==> src/rtl/mem_lsu_pkg.sv <==
// rtl/mem_lsu_pkg.sv - shared op codes, state encoding and decode helpers for the MEM-stage LSU
package mem_lsu_pkg;

   localparam logic [7:0] OP_LB  = 8'b11100000;
   localparam logic [7:0] OP_LH  = 8'b11100001;
   localparam logic [7:0] OP_LW  = 8'b11100011;
   localparam logic [7:0] OP_LBU = 8'b11100100;
   localparam logic [7:0] OP_LHU = 8'b11100101;
   localparam logic [7:0] OP_SB  = 8'b11101000;
   localparam logic [7:0] OP_SH  = 8'b11101001;
   localparam logic [7:0] OP_SW  = 8'b11101011;

   localparam logic        RstEnable = 1'b1;
   localparam logic        Stop      = 1'b1;
   localparam logic [31:0] ZeroWord  = 32'h0000_0000;

   typedef enum logic [1:0] {
      ST_IDLE = 2'd0,
      ST_REQ  = 2'd1,
      ST_DONE = 2'd2
   } lsu_state_e;

   function automatic logic is_mem_op(input logic [7:0] op);
      case (op)
         OP_LB, OP_LH, OP_LW, OP_LBU, OP_LHU, OP_SB, OP_SH, OP_SW: is_mem_op = 1'b1;
         default:                                                  is_mem_op = 1'b0;
      endcase
   endfunction

   function automatic logic is_load(input logic [7:0] op);
      case (op)
         OP_LB, OP_LH, OP_LW, OP_LBU, OP_LHU: is_load = 1'b1;
         default:                             is_load = 1'b0;
      endcase
   endfunction

   function automatic logic is_misaligned(input logic [7:0] op, input logic [1:0] addr_lo);
      case (op)
         OP_LH, OP_LHU, OP_SH: is_misaligned = addr_lo[0];
         OP_LW, OP_SW:         is_misaligned = |addr_lo;
         default:              is_misaligned = 1'b0;
      endcase
   endfunction

endpackage

==> src/rtl/lsu_lane.sv <==
// rtl/lsu_lane.sv - big-endian byte-lane select, store replication and load extraction
module lsu_lane
   import mem_lsu_pkg::*;
(
   input  logic [7:0]  aluop,
   input  logic [1:0]  addr_lo,
   input  logic [31:0] reg2,
   input  logic [31:0] rdata,
   output logic [3:0]  sel,
   output logic [31:0] wdata,
   output logic [31:0] load_data
);

   logic [7:0]  rd_byte;
   logic [15:0] rd_half;

   // Offset 0 is the most significant byte lane.
   always_comb begin
      case (addr_lo)
         2'd0:    rd_byte = rdata[31:24];
         2'd1:    rd_byte = rdata[23:16];
         2'd2:    rd_byte = rdata[15:8];
         default: rd_byte = rdata[7:0];
      endcase
      rd_half = addr_lo[1] ? rdata[15:0] : rdata[31:16];
   end

   always_comb begin
      sel       = 4'b0000;
      wdata     = reg2;
      load_data = ZeroWord;
      case (aluop)
         OP_LB:  begin sel = 4'b1000 >> addr_lo;                 load_data = {{24{rd_byte[7]}}, rd_byte}; end
         OP_LBU: begin sel = 4'b1000 >> addr_lo;                 load_data = {24'h0, rd_byte}; end
         OP_LH:  begin sel = addr_lo[1] ? 4'b0011 : 4'b1100;     load_data = {{16{rd_half[15]}}, rd_half}; end
         OP_LHU: begin sel = addr_lo[1] ? 4'b0011 : 4'b1100;     load_data = {16'h0, rd_half}; end
         OP_LW:  begin sel = 4'b1111;                            load_data = rdata; end
         OP_SB:  begin sel = 4'b1000 >> addr_lo;                 wdata = {4{reg2[7:0]}}; end
         OP_SH:  begin sel = addr_lo[1] ? 4'b0011 : 4'b1100;     wdata = {2{reg2[15:0]}}; end
         OP_SW:  begin sel = 4'b1111;                            wdata = reg2; end
         default: ;
      endcase
   end

endmodule

==> src/rtl/mem_lsu.sv <==
// rtl/mem_lsu.sv - MEM-stage load/store unit running one req/ack bus transaction at a time
module mem_lsu
   import mem_lsu_pkg::*;
#(
   parameter int TIMEOUT_CYCLES = 255
)(
   input  logic        clk,
   input  logic        rst,
   input  logic [4:0]  wd_i,
   input  logic        wreg_i,
   input  logic [31:0] wdata_i,
   input  logic [7:0]  aluop_i,
   input  logic [31:0] mem_addr_i,
   input  logic [31:0] reg2_i,
   input  logic [5:0]  stall,
   input  logic [31:0] bus_rdata,
   input  logic        bus_ack,
   output logic        bus_req,
   output logic        bus_we,
   output logic [31:0] bus_addr,
   output logic [3:0]  bus_sel,
   output logic [31:0] bus_wdata,
   output logic [4:0]  wd_o,
   output logic        wreg_o,
   output logic [31:0] wdata_o,
   output logic        stallreq,
   output logic        adr_err,
   output logic        bus_err
);

   localparam int CW = (TIMEOUT_CYCLES > 1) ? $clog2(TIMEOUT_CYCLES) : 1;

   lsu_state_e    state, state_nxt;
   logic [CW-1:0] cnt;
   logic [7:0]    op_q;
   logic [31:0]   load_q;
   logic          abort_q;
   logic          bus_err_q;

   logic [7:0]    lane_op;
   logic [1:0]    lane_addr;
   logic [3:0]    lane_sel;
   logic [31:0]   lane_wdata;
   logic [31:0]   lane_load;

   logic          mem_op;
   logic          misaligned;
   logic          start;
   logic          timeout_hit;
   logic          unused_stall;

   assign unused_stall = ^{stall[5], stall[3:0]};

   assign mem_op      = is_mem_op(aluop_i);
   assign misaligned  = mem_op && is_misaligned(aluop_i, mem_addr_i[1:0]);
   assign start       = (state == ST_IDLE) && mem_op && !misaligned;
   assign timeout_hit = (TIMEOUT_CYCLES != 0) && (cnt == CW'(TIMEOUT_CYCLES - 1));

   // Lanes are decoded from the live inputs when launching, from the latched op afterwards.
   assign lane_op   = (state == ST_IDLE) ? aluop_i : op_q;
   assign lane_addr = (state == ST_IDLE) ? mem_addr_i[1:0] : bus_addr[1:0];

   lsu_lane u_lane (
      .aluop     (lane_op),
      .addr_lo   (lane_addr),
      .reg2      (reg2_i),
      .rdata     (bus_rdata),
      .sel       (lane_sel),
      .wdata     (lane_wdata),
      .load_data (lane_load)
   );

   always_ff @(posedge clk) begin
      if (rst == RstEnable) state <= ST_IDLE;
      else                  state <= state_nxt;
   end

   always_comb begin
      state_nxt = state;
      case (state)
         ST_IDLE: if (start)                  state_nxt = ST_REQ;
         ST_REQ:  if (bus_ack || timeout_hit) state_nxt = ST_DONE;
         ST_DONE: if (stall[4] != Stop)       state_nxt = ST_IDLE;
         default:                             state_nxt = ST_IDLE;
      endcase
   end

   always_ff @(posedge clk) begin
      if (rst == RstEnable) begin
         bus_req   <= 1'b0;
         bus_we    <= 1'b0;
         bus_addr  <= ZeroWord;
         bus_sel   <= 4'b0000;
         bus_wdata <= ZeroWord;
         op_q      <= 8'h00;
         load_q    <= ZeroWord;
         abort_q   <= 1'b0;
         bus_err_q <= 1'b0;
         cnt       <= '0;
      end else begin
         bus_err_q <= 1'b0;
         case (state)
            ST_IDLE: if (start) begin
               bus_req   <= 1'b1;
               bus_we    <= !is_load(aluop_i);
               bus_addr  <= mem_addr_i;
               bus_sel   <= lane_sel;
               bus_wdata <= lane_wdata;
               op_q      <= aluop_i;
               abort_q   <= 1'b0;
               cnt       <= '0;
            end
            ST_REQ: begin
               cnt <= cnt + CW'(1);
               if (bus_ack) begin
                  bus_req <= 1'b0;
                  load_q  <= lane_load;
               end else if (timeout_hit) begin
                  bus_req   <= 1'b0;
                  abort_q   <= 1'b1;
                  bus_err_q <= 1'b1;
               end
            end
            default: ;
         endcase
      end
   end

   always_comb begin
      wd_o     = 5'd0;
      wreg_o   = 1'b0;
      wdata_o  = ZeroWord;
      stallreq = 1'b0;
      adr_err  = 1'b0;
      if (rst != RstEnable) begin
         case (state)
            ST_IDLE: begin
               wd_o    = wd_i;
               wdata_o = wdata_i;
               if (!mem_op)         wreg_o   = wreg_i;
               else if (misaligned) adr_err  = 1'b1;
               else                 stallreq = 1'b1;
            end
            ST_REQ: begin
               wd_o     = wd_i;
               wdata_o  = wdata_i;
               stallreq = 1'b1;
            end
            ST_DONE: begin
               wd_o = wd_i;
               if (is_load(op_q)) begin
                  wreg_o  = wreg_i && !abort_q;
                  wdata_o = load_q;
               end else begin
                  wdata_o = wdata_i;
               end
            end
            default: ;
         endcase
      end
   end

   assign bus_err = bus_err_q;

endmodule
==> config.mk <==
export PLATFORM = sky130hd
export DESIGN_NAME = mem_lsu
export DESIGN_NICKNAME = d
export VERILOG_FILES = /design/src/rtl/mem_lsu_pkg.sv /design/src/rtl/lsu_lane.sv /design/src/rtl/mem_lsu.sv
export SDC_FILE = /design/constraint.sdc
export NUM_CORES = 1
export LEC_CHECK = 0
export BUFFER_PORTS_ARGS = -buffer_cell sky130_fd_sc_hd__buf_2
export CAP_MARGIN = 20
export CELL_PAD_IN_SITES_DETAIL_PLACEMENT = 1
export CELL_PAD_IN_SITES_GLOBAL_PLACEMENT = 2
export CORE_ASPECT_RATIO = 1.25
export CORE_MARGIN = 2
export CORE_UTILIZATION = 25
export DETAILED_ROUTE_END_ITERATION = 10
export GPL_TIMING_DRIVEN = 0
export PLACE_DENSITY_LB_ADDON = 0.2
export SETUP_SLACK_MARGIN = 0.15
export SKIP_LAST_GASP = 1
export SYNTH_ARGS = -nofsm -noshare
export SYNTH_HDL_FRONTEND = slang
export SYNTH_SLANG_ARGS = --single-unit
==> constraint.sdc <==
create_clock -name clk -period 2.7 [get_ports clk]
set_input_delay 0.405 -clock clk [delete_from_list [all_inputs] [get_ports clk]]
set_output_delay 0.405 -clock clk [all_outputs]
set_load 0.01 [all_outputs]
## Yosys cells after proc, flatten, opt, wreduce, memory -nomap -nowiden

Index checks and enable logic that the tools add are counted.

- Muxes and demuxes: 49
- Add/sub/neg operators: 1
- $mul: 0
- Divide/modulo/power cells: 0
- Bitwise logic cells: 1
- Order comparisons: 0
- Eq/ne operators: 32
- Reduce and logical (&&, ||, !) cells: 29
- Shifts and indexed selects: 1

Operator list:

| operator | count |
|---|---|
| $eq 8x8->1 const B | 22 |
| $pmux 32 s5 | 1 |
| $pmux 32 s2 | 2 |
| $mux 32 | 2 |
| $mux 1 | 25 |
| $pmux 8 s3 | 1 |
| $mux 16 | 1 |
| $mux 8 | 2 |
| $pmux 8 s2 | 1 |
| $reduce_or 3->1 | 5 |
| $pmux 4 s3 | 1 |
| $mux 5 | 2 |
| $ne 2x2->1 const B | 5 |
| $pmux 1 s2 | 5 |
| $reduce_or 5->1 | 2 |
| $add 8x1->8 const B | 1 |
| $mux 2 | 4 |
| $reduce_or 2->1 | 4 |
| $reduce_or 8->1 | 1 |
| $pmux 2 s3 | 1 |
| $reduce_and 2->1 | 3 |
| $reduce_and 3->1 | 2 |
| $eq 2x1->1 const B | 2 |
| $eq 2x2->1 const B | 2 |
| other kinds (10) | 16 |

- Input port bits: 151
- ROM bits: 0
- Latch bits: 0
- Register bits: 122
- Memories: 0
- Memory bits (writable): 0
- Logic and storage cells: 124
- Output and inout port bits: 111

## Depth between registers and ports, before layout

Gate-level depths: netlist of the first run.

- Depth after elaboration: 10
- Gate-level depth with buffers: 10
- Gate-level depth less buffers: 8

## Cells and area by module

Synthesis of the first run repeated with hierarchy kept, for this count alone.

- Cells, all modules: 902
- Area, all modules: 7369.6 um^2

By module, submodules not included:

| module | area each (um^2) | sequential area each (um^2) | cells an instance | times used |
|---|---|---|---|---|
| mem_lsu | 5883.1 | 2442.3 | 736 | 1 |
| lsu_lane | 1486.4 | 0.0 | 166 | 1 |

## Least setup slack after synthesis of the first run

OpenSTA, ideal clock, no wires.

- Kind: reg-to-output
- Start point: reg op_q[4]
- End point: out wdata_o[10]
- Buffers on the path: 2
- Cell stages (with the launch flop): 8
- Arrival: 1723 ps
- Setup slack: 572 ps
- Data required time: 2295 ps
- Cell sequence: dfxtp_1 nand4b_1 a211oi_1 and3_1 clkbuf_1 clkbuf_1 a22oi_1 nor2_1

- Cells in the longest elaborated chain, start to end: 8
- Elaborated cells on any way between the ends: 12
- Those cells by class: eq/ne: 5; mux: 6; reduce/logical: 1

Ends and longest elaborated chain:

| element | line | text |
|---|---|---|
| from (decl) | mem_lsu.sv:35 | `logic [7:0] op_q;` |
| from (signal assigned) | mem_lsu.sv:109 | `op_q <= aluop_i;` |
| $eq 8x8->1 | mem_lsu_pkg.sv:31 | `case (op)` |
| $reduce_or 5->1 * | mem_lsu_pkg.sv:31 |  |
| $mux 1 * | mem_lsu_pkg.sv:31 |  |
| $mux 1 * | mem_lsu.sv:136 | `case (state)` |
| $mux 1 * | mem_lsu.sv:135 | `if (rst != RstEnable) begin` |
| $mux 32 * | mem_lsu.sv:151 | `if (is_load(op_q)) begin` |
| $pmux 32 s2 * | mem_lsu.sv:136 |  |
| $mux 32 * | mem_lsu.sv:135 |  |
| to (decl) | mem_lsu.sv:25 | `output logic [31:0] wdata_o,` |

Mark *: on every way between the ends. The rest lies on a longest branch, timed or not. The select of a mux whose other input is x is not followed.

## Worst setup path in the final report of the first run

- Start point: reg op_q[4]
- End point: out wdata_o[25]

The elaborated chain is that of the path after synthesis.

==> results.py, run 1 <==
metrics = {
    "outcome": {
        "outcome": "completed",
    },
    "synthesis": {
        "synthTopCellsByArea": "dfxtp_1, nand2_1, a22oi_1, a21oi_1, nor2_1",
        "yosys.area.top_type": "dfxtp_1",
        "yosysUniqueCellTypes": 56,
        "synth_edf_count": 0,
        "syn-mean-instance-area_um2": 7.803,
        "synth_seq_area_share_pct": 41.08,
        "netlist_instances": 762,
        "synthSimpleGateAreaFrac_pct": 23.53,
        "synthMuxAreaShare_pct": 3.157,
        "yosys_warnings": 0,
        "netlist_area_um2": 5946,
        "synth-xor-area-share_pct": 0.1473,
        "ys.flop_type": "dfxtp_1",
        "syn_nets": 915,
        "synth_top_area_share_pct": 41.08,
        "synth-seq-cells": 122,
        "synth_top_family_by_area": "compound AO/OA/AOI/OAI gates",
        "async_flop_share_pct": 0,
        "synth_compound_area_share_pct": 26.62,
        "synthAdderAreaFrac_pct": 0.4209,
    },
    "cts": {
        "path_clk_slew_ns": 0.07,
        "cts_tree": "built",
        "root_buffer": "clkbuf_16",
        "clk_latency_ns": 0.42,
        "numCtsBuffers": 17,
        "h-tree-depth": 4,
        "ctsHoldBuffers": 0,
        "cts_buffer_depth": 2,
        "numClockSinks": 122,
    },
    "sta": {
        "fmax_ghz": 0.3984,
        "finalCritPeriodShare_pct": 92.96,
        "worst_slack_ns": 0.1902,
        "max_slew.worst_pin.slew_ns": 0.8899,
        "finalSetupViolCount": 0,
        "finClkSkew_ns": 0.01063,
        "tns_ns": 0,
        "final_max_slew_viol_count": 0,
        "layout_min_cycle_time_ns": 2.510,
        "hold_viol_final": 0,
        "rsz0062_at_grt": "yes",
        "slew_headroom_pct": 40.41,
    },
    "drt": {
        "drt_iter0_markers": 243,
        "ant_nets": 0,
        "vias": 6648,
        "vias_per_cell": 4.903,
        "drt_first_pass_iters": 4,
        "wl_per_cell_um": 18.99,
        "drt-total-wl_mm": 25.75,
        "drc": 0,
    },
    "global_route": {
        "grt_pass1_vias": 6709,
        "grt_antenna_before_repair": 3,
        "grt_pass1_wl_mm": 39.07,
        "grtUsageTotal_pct": 20.38,
        "grt_overflow_total": 0,
        "grt_start_max_net_pins": 17,
    },
    "min_path": {
        "hold_path.class": "in2reg",
    },
    "power_and_ir_drop": {
        "power.density_nw_per_um2": 518.2,
        "p_sw_mw": 1.214,
        "pwr-share-seq_pct": 41.2,
        "p_leak_nw": 3.698,
        "max-vdd-ir-drop_mv": 0.3952,
        "comb_power_share_pct": 10.7,
        "clockPowerShare_pct": 48.1,
        "sw_frac_of_total_pct": 27.32,
        "power_mw": 4.444,
        "internal_power_mw": 3.230,
    },
    "placed_design": {
        "placed_area_um2": 7587,
        "dp.cells": 1309,
        "gp_congestion": 0.8032,
        "dpl_worst_slack_ns": -0.1568,
        "hpwlAfterDp_mm": 19.76,
        "port_buffers": 255,
    },
    "critical_path": {
        "path_class": "reg2out",
        "required_ns": 2.30,
        "cp-start-kind": "flop",
        "end_kind": "output pin",
        "worst_ep_arrival_time_ns": 2.10,
        "crit_fanout": 8,
    },
    "cells_and_area": {
        "fin_cells": 1356,
        "multi_input_area_um2": 3385,
        "layout-drive-gt1-share_pct": 36.35,
        "syn_to_final_growth_pct": 44.23,
        "final_area_um2": 8576,
        "regArea_um2": 2449,
        "nets": 1202,
        "n_fill_cell": 2904,
    },
    "die": {
        "rows": 63,
        "die_h_um": 176.4,
        "dieArea_um2": 25040,
        "start_util_pct": 25.23,
        "dieWidth_um": 141.9,
        "pin_count": 262,
        "core-area_um2": 23570,
    },
    "flow_run": {
        "drv_cap": 0,
    },
}
cell usage after synthesis (2+ instances only):
| cell | count |
|---|---|
| nand2_1 | 164 |
| dfxtp_1 | 122 |
| nor2_1 | 94 |
| a21oi_1 | 76 |
| a22oi_1 | 54 |
| clkbuf_1 | 38 |
| a211oi_1 | 33 |
| a221oi_1 | 20 |
| mux2i_1 | 14 |
| nor3_1 | 13 |
| buf_2 | 12 |
| o21ai_0 | 10 |
| o21ai_1 | 10 |
| o211ai_1 | 9 |
| buf_4 | 8 |
| nand3_1 | 7 |
| and2_1 | 6 |
| a31oi_1 | 5 |
| nand2b_1 | 5 |
| inv_1 | 4 |
| nor3b_1 | 4 |
| o22ai_1 | 4 |
| mux2_2 | 3 |
| nor2b_1 | 3 |
| a21o_1 | 2 |
| a2bb2oi_1 | 2 |
| a311oi_1 | 2 |
| and3_1 | 2 |
| buf_6 | 2 |
| ha_1 | 2 |
| nand4_1 | 2 |
| nand4b_1 | 2 |
| nor2_4 | 2 |
| o211a_1 | 2 |
| o21a_1 | 2 |
| or2_2 | 2 |
critical path: stages (launching register included):
cell and delay [ns]:
dfxtp_1 0.31, nand4b_1 0.27, a211oi_2 0.24, buf_4 0.16, o21ai_4 0.14, buf_6 0.18
a22oi_1 0.18, nor2_1 0.06, buf_2 0.16
registers in the layout, indices dropped and copies added, names as in the netlist:
name and count:
abort_q 1, bus_addr 32, bus_err 1, bus_req 1, bus_sel 4, bus_wdata 32
bus_we 1, cnt 8, load_q 32, op_q 8, state 2
metal layers:
metal	part of all wire, %	global-route usage [%]	vias to the layer above
met2	51	35.98	208
li1	-	-	3301
met4	1.3	5.417	0
met5	0	0	-
met3	5.8	4.855	16
met1	42	24.76	3123
cells in the final DEF (no fill, tap or decap), types with 5 or more instances in the layout:
master	Yosys	layout
nand3_1	7	7
clkbuf_1	38	29
a22oi_1	54	26
dfxtp_1	122	119
mux2i_1	14	14
nand2_1	164	164
o21ai_1	10	9
a22oi_2	0	28
nor2_1	94	94
a211oi_1	33	32
a221oi_1	20	20
o211ai_1	9	9
o21ai_0	10	10
clkbuf_16	0	20
inv_6	0	6
nor3_1	13	12
buf_6	2	11
and2_1	6	6
buf_2	12	265
a21oi_1	76	74
a31oi_1	5	5
buf_4	8	15
cell families (layout without fill, tap and decap cells):
group           Yosys count  after routing
fa+ha+maj                 2              2
mux                      18             18
xor+xnor                  1              1
other cells               0              2
simple gates            319            319
buf+inv                  64            364
compound gates          236            236
flops                   122            122
final timing paths:
path,cells past startpoint,start,slack (ns),end
setup / recovery,8,op_q[4],0.19,wdata_o[25]
hold reg to reg,2,bus_addr[12],0.45,bus_addr[12]
hold / removal,3,mem_addr_i[20],0.21,bus_addr[20]
setup reg to reg,8,op_q[4],0.27,load_q[15]
stage by stage:
| step | utilization [%] | hold WS [ns] |
|---|---|---|
| 4_1_cts | 35.01 | 0.1944 |
| 2_1_floorplan | - | 0.4292 |
| 6_report | 36.39 | 0.2129 |
| 5_1_grt | 36.36 | 0.1990 |
| 3_5_place_dp | 32.19 | 0.4435 |
| 3_3_place_gp | 32.19 | 0.4390 |
layout make-up:
cell class                 instances  share of cell area (%)
buffer                            60                   4.465
sequential                       122                   28.55
clock inverter                    14                   1.299
multi-input combinational        576                   39.47
inverter                           4                  0.1751
tap                              292                   4.260
timing repair buffer             268                   16.60
antenna                            2                 0.05836
clock buffer                      18                   5.121
power groups by stage:
stage	logic, mW	registers (mW)	clock network [mW]
floorplan	0.197	1.88	0
global placement	0.460	1.87	0
detailed placement	0.461	1.87	0
CTS	0.466	1.83	2.20
global route	0.525	1.83	2.28
finish	0.476	1.83	2.14
timing repair:
| item | CTS | global route |
|---|---|---|
| resized for setup | 26 | 58 |
| cloned | 0 | 6 |
| pin swaps | 2 | 24 |
| endpoints found under the hold margin | 0 | 0 |
| endpoints found under the setup margin | 38 | 44 |
| buffers inserted | 3 | 4 |
No activity file was read; power rests on OpenSTA's default activity.
==> run 2, diff against run 1 <==
--- a/config.mk
+++ b/config.mk
@@ -13,7 +13,6 @@
 export CORE_MARGIN = 2
 export CORE_UTILIZATION = 25
 export DETAILED_ROUTE_END_ITERATION = 10
-export GPL_TIMING_DRIVEN = 0
 export PLACE_DENSITY_LB_ADDON = 0.2
 export SETUP_SLACK_MARGIN = 0.15
 export SKIP_LAST_GASP = 1
==> run 2 against run 1 <==
Against the previous run: via count decreased by 0.51%; non-clock buffer count decreased by 24; sequential share of layout area hardly changed; critical path type unchanged; largest cell class unchanged.
==> results.py, run 2 (same netlist as run 1, synthesis figures left out) <==
metrics = {
    "outcome": {
        "outcome": "completed",
    },
    "die": {
        "rows": 63,
        "pin_count": 262,
        "dieWidth_um": 141.9,
        "core-area_um2": 23570,
        "start_util_pct": 25.23,
        "die_h_um": 176.4,
        "dieArea_um2": 25040,
    },
    "critical_path": {
        "cp_slowest_cell": "dfxtp_2",
        "r2r_cells": 8,
        "worstPathCellList": "nand4b_1 > a211oi_4 > buf_6 > o21ai_4 > clkbuf_16 > a22oi_2 > nor2_1 > buf_2",
        "required_ns": 2.30,
        "crit_path_end": "wdata_o[14]",
        "worst_ep_arrival_time_ns": 2.16,
        "r2r_end": "bus_wdata[16]",
        "crit_fanout": 8,
        "cp-start-kind": "flop",
        "worst-path-stages": 8,
        "cp_num_buf_inv": 3,
        "startpoint": "op_q[4]",
        "cpLargestDelayFamily": "compound AO/OA/AOI/OAI gates",
        "rrSetupSlack_ns": 0.30,
        "reg2reg_from": "state[1]",
        "end_kind": "output pin",
        "slowest_delay_ns": 0.31,
        "path_class": "reg2out",
    },
    "cts": {
        "numClockSinks": 122,
        "root_buffer": "clkbuf_16",
        "numCtsBuffers": 17,
        "cts_tree": "built",
        "cts_buffer_depth": 2,
        "ctsHoldBuffers": 0,
        "h-tree-depth": 4,
        "path_clk_slew_ns": 0.06,
        "clk_latency_ns": 0.42,
    },
    "sta": {
        "finalSetupViolCount": 0,
        "fmax_ghz": 0.3894,
        "slew_headroom_pct": 57.32,
        "rsz0062_at_grt": "yes",
        "tns_ns": 0,
        "hold_viol_final": 0,
        "finalCritPeriodShare_pct": 95.12,
        "final_max_slew_viol_count": 0,
        "finClkSkew_ns": 0.009743,
        "holdWs_ns": 0.2161,
        "layout_min_cycle_time_ns": 2.568,
        "max_slew.worst_pin.slew_ns": 0.6401,
    },
    "global_route": {
        "grtUsageTotal_pct": 19.06,
        "grt_antenna_before_repair": 2,
        "grt_pass1_wl_mm": 37.31,
        "grt_start_max_net_pins": 86,
        "grt_overflow_total": 0,
        "grt_pass1_vias": 6693,
    },
    "flow_run": {
        "drv_cap": 0,
    },
    "drt": {
        "drt-total-wl_mm": 24.54,
        "ant_nets": 0,
        "vias": 6614,
        "drt_iter0_markers": 254,
        "drt_first_pass_iters": 4,
        "vias_per_cell": 4.958,
        "wl_per_cell_um": 18.40,
        "drc": 0,
    },
    "power_and_ir_drop": {
        "p_leak_nw": 3.691,
        "max-vdd-ir-drop_mv": 0.4131,
        "power.density_nw_per_um2": 516.6,
    },
    "cells_and_area": {
        "final_cell_mix": "buf_2, nand2_1, dfxtp_1",
        "final_common_cell": "buf_2",
        "nets": 1179,
        "largestRegisters": "bus_addr: 32 flops, bus_wdata: 32 flops, load_q: 32 flops",
        "syn_to_final_growth_pct": 43.79,
        "layout-drive-gt1-share_pct": 36.96,
    },
    "placed_design": {
        "hpwlAfterDp_mm": 17.38,
        "port_buffers": 256,
        "gp_congestion": 0.7800,
    },
    "min_path": {
        "hold_path.class": "in2reg",
        "holdCritStartpoint": "mem_addr_i[14]",
        "whs_path_depth": 3,
    },
}
## run 2: cell types whose count changed in the layout (fill, tap and decap cells not counted), sizes merged, moves of 2 or more
cell and delta:
buf +6, clkbuf -31, clkinv -2, clkinvlp +2
## run 2: final cells by class
class / count / area (um^2)
Sequential cell: 122 / 2445
Inverter: 4 / 15.01
Antenna cell: 3 / 7.507
Clock inverter: 14 / 115.1
Timing Repair Buffer: 304 / 1804
Tap cell: 292 / 365.4
Multi-Input combinational cell: 577 / 3368
Clock buffer: 18 / 429.2
Fill cell: 2897 / 15020
## run 2: what timing repair did
| action | CTS | global route |
|---|---|---|
| pin swaps | 3 | 11 |
| setup endpoints to repair | 33 | 41 |
| cloned | 1 | 5 |
| resized for setup | 10 | 25 |
| setup buffers | 3 | 1 |
## run 2: layer usage
layer | track usage, % | wire length [um] | up-vias
li1 | - | - | 3255
met1 | 22.38 | 10180 | 3156
met2 | 34.18 | 12610 | 190
met3 | 5.641 | 1449 | 13
met4 | 4.167 | 296 | 0
met5 | 0 | 0 | -
## run 2: per-stage QoR
step	setup slack, ns	instance area [um^2]	power, mW	util, %	cells
4_1_cts	0.1293	8324	4.493	35.32	1325
2_1_floorplan	0.5717	5946	2.073	-	762
3_5_place_dp	0.3108	7669	2.325	32.54	1289
6_report	0.1317	8549	4.417	36.27	1334
3_3_place_gp	0.2695	7669	2.322	32.54	1289
5_1_grt	0.004728	8542	4.637	36.24	1331
## run 2: worst min path at each step
stage          slack (ns)           end
3_5_place_dp         0.44  bus_addr[15]
3_3_place_gp         0.44  bus_addr[26]
2_1_floorplan        0.43    load_q[10]
5_1_grt              0.21  bus_addr[26]
6_report             0.22  bus_addr[14]
4_1_cts              0.20  bus_addr[25]
## run 2: report_power, final
group	leakage, nW	switching (mW)	internal (mW)
combinational	2.45	0.263	0.199
sequential	0.985	0.0110	1.82
clock	0.252	0.932	1.19
total	3.69	1.21	3.21
## run 2: worst min-delay path: cells and delay by family
family	cells	cell delay, ns
buffers and inverters	1	0.09
AOI/OAI and AO/OA	1	0.05
and+or+nand+nor	1	0.04
